[src/rtl/vram_arbiter.sv]
// ----------------------------------------------------------------------------
// vram_arbiter
//
// Shares one single-port synchronous cell-map RAM between VGA scanout and game
// logic. Scanout reads one cell per cell-wide run of pixels. A bulk clear fills
// the whole map with CLR_VAL. A simple request/ack writer stores single cells.
// Per-cycle priority is scanout > clear > writer.
//
// Ports
//   clk, reset           pixel clock; asynchronous active-high reset
//   inside_video         active-area flag from the timing generator
//   x_position           pixel column (valid while inside_video)
//   y_position           pixel row (valid while inside_video)
//   wr_req/addr/data     writer request; addr/data held stable until wr_ack
//   wr_ack               one-cycle pulse when the request is consumed
//   clr_start            pulse that starts a bulk clear (ignored while clearing)
//   clr_busy             bulk clear in progress
//   ram_addr/we/wdata    RAM control, combinational
//   ram_rdata            RAM read data, valid one cycle after the address
//   pix_cell             cell value for the pixel presented last cycle
//   pix_valid            inside_video delayed by one cycle
// ----------------------------------------------------------------------------

module vram_arbiter #(
    parameter int unsigned CELL_W_LOG2 = 5,
    parameter int unsigned CELL_H_LOG2 = 5,
    parameter int unsigned COLS        = 20,
    parameter int unsigned ROWS        = 15,
    parameter int unsigned ADDR_W      = 9,
    parameter int unsigned DATA_W      = 4,
    parameter int unsigned CLR_VAL     = 0
) (
    input  logic              clk,
    input  logic              reset,
    input  logic              inside_video,
    input  logic [9:0]        x_position,
    input  logic [8:0]        y_position,
    input  logic              wr_req,
    input  logic [ADDR_W-1:0] wr_addr,
    input  logic [DATA_W-1:0] wr_data,
    output logic              wr_ack,
    input  logic              clr_start,
    output logic              clr_busy,
    output logic [ADDR_W-1:0] ram_addr,
    output logic              ram_we,
    output logic [DATA_W-1:0] ram_wdata,
    input  logic [DATA_W-1:0] ram_rdata,
    output logic [DATA_W-1:0] pix_cell,
    output logic              pix_valid
);

    localparam int unsigned NCELLS = COLS * ROWS;

    typedef enum logic [0:0] {
        StIdle,
        StClear
    } state_e;

    state_e            state_q, state_d;
    logic [ADDR_W-1:0] ptr_q, ptr_d;
    logic [ADDR_W-1:0] addr_q, addr_d;
    logic [DATA_W-1:0] wdata_q, wdata_d;
    logic              scan_q;
    logic              valid_q;
    logic [DATA_W-1:0] cell_q;

    logic              scan_slot;
    logic [31:0]       scan_addr_full;
    logic              wr_in_range;
    logic              last_cell;
    logic              we;
    logic              ack;

    // A scan slot is the first pixel of every cell-wide run in the active area.
    assign scan_slot = inside_video && (x_position[CELL_W_LOG2-1:0] == '0);

    // Row*COLS is formed at 32 bits so the product never wraps before truncation.
    assign scan_addr_full = 32'(y_position >> CELL_H_LOG2) * 32'(COLS)
                          + 32'(x_position >> CELL_W_LOG2);

    assign wr_in_range = 32'(wr_addr) < NCELLS;
    assign last_cell   = 32'(ptr_q) == (NCELLS - 1);

    always_comb begin
        state_d = state_q;
        ptr_d   = ptr_q;
        addr_d  = addr_q;
        wdata_d = wdata_q;
        we      = 1'b0;
        ack     = 1'b0;

        if (scan_slot) begin
            addr_d = scan_addr_full[ADDR_W-1:0];
        end else begin
            case (state_q)
                StClear: begin
                    we      = 1'b1;
                    addr_d  = ptr_q;
                    wdata_d = DATA_W'(CLR_VAL);
                    if (last_cell) begin
                        ptr_d   = '0;
                        state_d = StIdle;
                    end else begin
                        ptr_d = ptr_q + 1'b1;
                    end
                end
                default: begin
                    // Out-of-range requests are acked and dropped without a write.
                    if (wr_req) begin
                        ack = 1'b1;
                        if (wr_in_range) begin
                            we      = 1'b1;
                            addr_d  = wr_addr;
                            wdata_d = wr_data;
                        end
                    end
                end
            endcase
        end

        // A clear request may coincide with a writer grant; the clear starts next cycle.
        if ((state_q == StIdle) && clr_start) begin
            state_d = StClear;
            ptr_d   = '0;
        end
    end

    always_ff @(posedge clk or posedge reset) begin
        if (reset) begin
            state_q <= StIdle;
            ptr_q   <= '0;
            addr_q  <= '0;
            wdata_q <= '0;
            scan_q  <= 1'b0;
            valid_q <= 1'b0;
            cell_q  <= '0;
        end else begin
            state_q <= state_d;
            ptr_q   <= ptr_d;
            addr_q  <= addr_d;
            wdata_q <= wdata_d;
            scan_q  <= scan_slot;
            valid_q <= inside_video;
            cell_q  <= pix_cell;
        end
    end

    // RAM data for last cycle's scan slot is passed straight through so the cell
    // lines up with pix_valid; between slots the captured value is held.
    assign pix_cell  = scan_q ? ram_rdata : cell_q;
    assign pix_valid = valid_q;
    assign clr_busy  = (state_q == StClear);

    assign ram_addr  = reset ? '0 : addr_d;
    assign ram_we    = we && !reset;
    assign ram_wdata = wdata_d;
    assign wr_ack    = ack && !reset;

endmodule

[config.mk]
export PLATFORM = sky130hd
export DESIGN_NAME = vram_arbiter
export DESIGN_NICKNAME = d
export VERILOG_FILES = /design/src/rtl/vram_arbiter.sv
export SDC_FILE = /design/constraint.sdc
export NUM_CORES = 1
export LEC_CHECK = 0
export BUFFER_PORTS_ARGS = -buffer_cell sky130_fd_sc_hd__buf_4
export CORE_MARGIN = 4
export CORE_UTILIZATION = 50
export DETAILED_ROUTE_END_ITERATION = 7
export PLACE_DENSITY = 0.78
export SYNTH_ARGS = -nofsm -noshare
export SYNTH_HDL_FRONTEND = slang
export SYNTH_SLANG_ARGS = --single-unit
[constraint.sdc]
create_clock -name clk -period 3.5 [get_ports clk]
set_input_delay 0.35 -clock clk [delete_from_list [all_inputs] [get_ports clk]]
set_output_delay 0.35 -clock clk [all_outputs]
set_load 0.02 [all_outputs]
==> flow_metrics.env <==
export IMPL_outcome="complete, no violations"
export IMPL_p_leak_nw=1.241
export IMPL_crit_required_ns=3.15
export IMPL_dp_hpwl_um=3953
export IMPL_crit_path_cell_trace="buf_4 > ha_1 > ha_1 > inv_1 > fa_1 > nor2b_1 > o211ai_1 > xnor2_1 > a221oi_2 > buf_4"
export IMPL_clk_path_buf_depth=2
export IMPL_cts_hold_buf=0
export IMPL_synth_area_leader_cell="dfrtp_1"
export IMPL_synthAdderAreaFrac_pct=6.619
export IMPL_fill_cells=350
export IMPL_final_cell_count_no_fill=321
export IMPL_hold_violations=0
export IMPL_syn_num_nets=266
export IMPL_end_kind="output pin"
export IMPL_nNetsFinal=321
export IMPL_hold_path_class="in -> reg"
export IMPL_reg2reg_from="clr_busy"
export IMPL_seq_area_um2=725.7
export IMPL_synthToLayoutAreaGrowth_pct=25.41
export IMPL_post_cts_buffers=0
export IMPL_drtIter0Drc=111
export IMPL_timing_rr_end="ptr_q[8]"
export IMPL_synth_edf_count=0
export IMPL_synth_top_family_by_area="compound AO/OA/AOI/OAI gates"
export IMPL_finalCritPeriodShare_pct=80.72
export IMPL_synth_cell_types=60
export IMPL_crit_family="adder cells"
export IMPL_portBuffers=56
export IMPL_synthMuxAreaShare_pct=6.856
export IMPL_grt_pass1_wl_um=8390
export IMPL_io_pins=62
export IMPL_cellPowerDensity_nw_per_um2=528.0
export IMPL_ys_flop_type="dfrtp_1"
export IMPL_viasPerCell=5.863
export IMPL_postSynth_asyncResetShare_pct=100.0
export IMPL_fp_dieW_um=73.07
export IMPL_relSlewSlack_pct=43.43
export IMPL_placed_cells_incl_taps=313
export IMPL_swShare_pct=37.89
export IMPL_path_clk_slew_ns=0.07
export IMPL_combinationalPowerShare_pct=39.5
export IMPL_seq_power_share_pct=39.2
export IMPL_firstDrtPassIters=4
export IMPL_synthCells=215
export IMPL_drv_slew=0
export IMPL_critPathLaunchType="input pin"
export IMPL_htreeDepth=2
export IMPL_yosys_top_cells_area="dfrtp_1 (34%), ha_1 (4.7%), mux2i_1 (3.3%)"
export IMPL_rsz0062_at_grt="false"
export IMPL_switchingPower_mw=0.5311
export IMPL_stdcell_area_um2=2655
export IMPL_fin_total_pwr_mw=1.402
export IMPL_core_area_um2=4058
export IMPL_worstPathArrival_ns=2.48
export IMPL_multi_input_area_um2=1285
export IMPL_finalSetupViolations=0
export IMPL_routabilityCongestion=0.8312
export IMPL_grt_pass1_vias=1739
export IMPL_cp_max_fo=3
export IMPL_max_slew_worst_pin_slew_ns=0.8485
export IMPL_yosys_area_share_simple_pct=15.19
export IMPL_cp_slowest_stage_delay_ns=0.46
export IMPL_wl_per_cell_um=16.31
export IMPL_startpoint="y_position[6]"
export IMPL_critical_path_depth=10
export IMPL_yosys_area_share_xor_xnor_pct=2.482
export IMPL_fmax_mhz=354.0
export IMPL_grtUsageTotal_pct=20.77
export IMPL_drtAntennaViolNets=0
export IMPL_vias=1882
export IMPL_drt_wl_total_um=5236
export IMPL_worst_slack_ns=0.6747
export IMPL_dieArea_um2=5339
export IMPL_setup_tns_ns=0
export IMPL_root_buffer="clkbuf_8"
export IMPL_avgSynthCellArea_um2=9.847
export IMPL_clock_sinks=29
export IMPL_ys_warn_count=0
export IMPL_cts_inserted_buffers=5
export IMPL_finalClockSkew_ns=0.004091
export IMPL_drive_gt1_share_pct=33.95
export IMPL_overflow=0
export IMPL_clk_latency_ns=0.29
export IMPL_critPathSlowestCell="fa_1"
export IMPL_rr_worst_depth=4
export IMPL_fin_crit_ns=2.825
export IMPL_cp_endpoint="ram_addr[7]"
export IMPL_yosysSeqAreaShare_pct=34.28
export IMPL_antenna_cells=0
export IMPL_crit_buf_inv=3
export IMPL_drc=0
export IMPL_max_cap_viol_count=0
export IMPL_place_area_um2=2559
export IMPL_internal_power_mw=0.8707
export IMPL_crit_type="in -> out"
export IMPL_start_util_pct=52.17
export IMPL_syn_cell_area_um2=2117
export IMPL_rows=23
export IMPL_antenna_found_initial=0
export IMPL_synth_seq_cells=29
export IMPL_peakVddDrop_mv=0.4382
export IMPL_rrSetupSlack_ns=1.69
export IMPL_pre_cts_ws_ns=0.6829
export IMPL_die_h_um=73.07
export IMPL_clkPwrFrac_pct=21.2
export IMPL_grt_max_degree=29
export IMPL_synth_top_area_share_pct=34.28
export IMPL_post_cts_resized=0
export IMPL_synth_compound_area_share_pct=29.55
export IMPL_cts_tree="yes"
## flip-flops by register name, summed over array words and instances (netlist names)
name       count
addr_q         9
ptr_q          9
cell_q         4
wdata_q        4
clr_busy       1
pix_valid      1
scan_q         1
## how the worst min path moves through the flow
stage | startpoint | end | slack (ns) | cells past startpoint
CTS | inside_video | pix_valid | 0.16 | 1
finish | inside_video | pix_valid | 0.17 | 1
global route | inside_video | pix_valid | 0.16 | 1
detailed placement | inside_video | pix_valid | 0.47 | 1
floorplan | inside_video | pix_valid | 0.38 | 0
global placement | inside_video | pix_valid | 0.47 | 1
## routing by layer
layer	track usage, %	vias up	share of wire (%)
met5	0	-	0
met4	7.377	0	1.6
met3	5.785	8	4.6
met2	31.18	44	49
met1	28.58	895	45
li1	-	935	-
## cell type report
class                      instances  share of cell area [%]
tap                               50                   2.356
inverter                          12                   1.885
clock inverter                     2                  0.5184
clock buffer                       6                   3.110
timing repair buffer              58                   16.40
sequential                        29                   27.33
multi-input combinational        164                   48.40
## cell families after synthesis
logic type / after synthesis
mux: 13
buf+inv: 22
fa+ha+maj: 10
compound gates: 76
xor+xnor: 6
simple gates: 59
flops: 29
## cells in the mapped netlist (all sizes together) (3+ instances only)
library cell,number
xnor2,3
nand3,8
o22ai,6
a21oi,9
o41ai,4
dfrtp,29
buf,6
ha,8
o211ai,7
a41o,3
nand2,17
a211oi,3
a31oi,10
mux2i,7
o31ai,3
inv,11
mux2,6
nand3b,4
nor2,12
a21boi,4
o21ai,11
clkbuf,4
xor2,3
## power groups by stage
stage / combinational, mW / sequential, mW / clock [mW]
2_1_floorplan: 0.390 / 0.526 / 0
5_1_grt: 0.607 / 0.568 / 0.318
3_3_place_gp: 0.542 / 0.548 / 0
3_5_place_dp: 0.553 / 0.552 / 0
6_report: 0.554 / 0.550 / 0.297
4_1_cts: 0.557 / 0.546 / 0.304
## placed cells by master (no fill, tap or decap), types with 5 or more instances in the layout
cell type  count
dfrtp_1       29
mux2i_1        7
a21oi_1        5
nand2_1       15
a31oi_1       10
buf_4         58
o21ai_0        9
o211ai_1       6
clkbuf_8       6
o22ai_1        6
nor2_1        12
inv_1         11
nand3_1        8
ha_1           8
## metrics by stage
| step | util (%) | hold WS [ns] |
|---|---|---|
| floorplan | - | 0.3814 |
| finish | 65.43 | 0.1695 |
| CTS | 65.43 | 0.1646 |
| global route | 65.43 | 0.1633 |
| detailed placement | 63.06 | 0.4703 |
| global placement | 63.06 | 0.4683 |
Power figures use the tool's default switching activity.
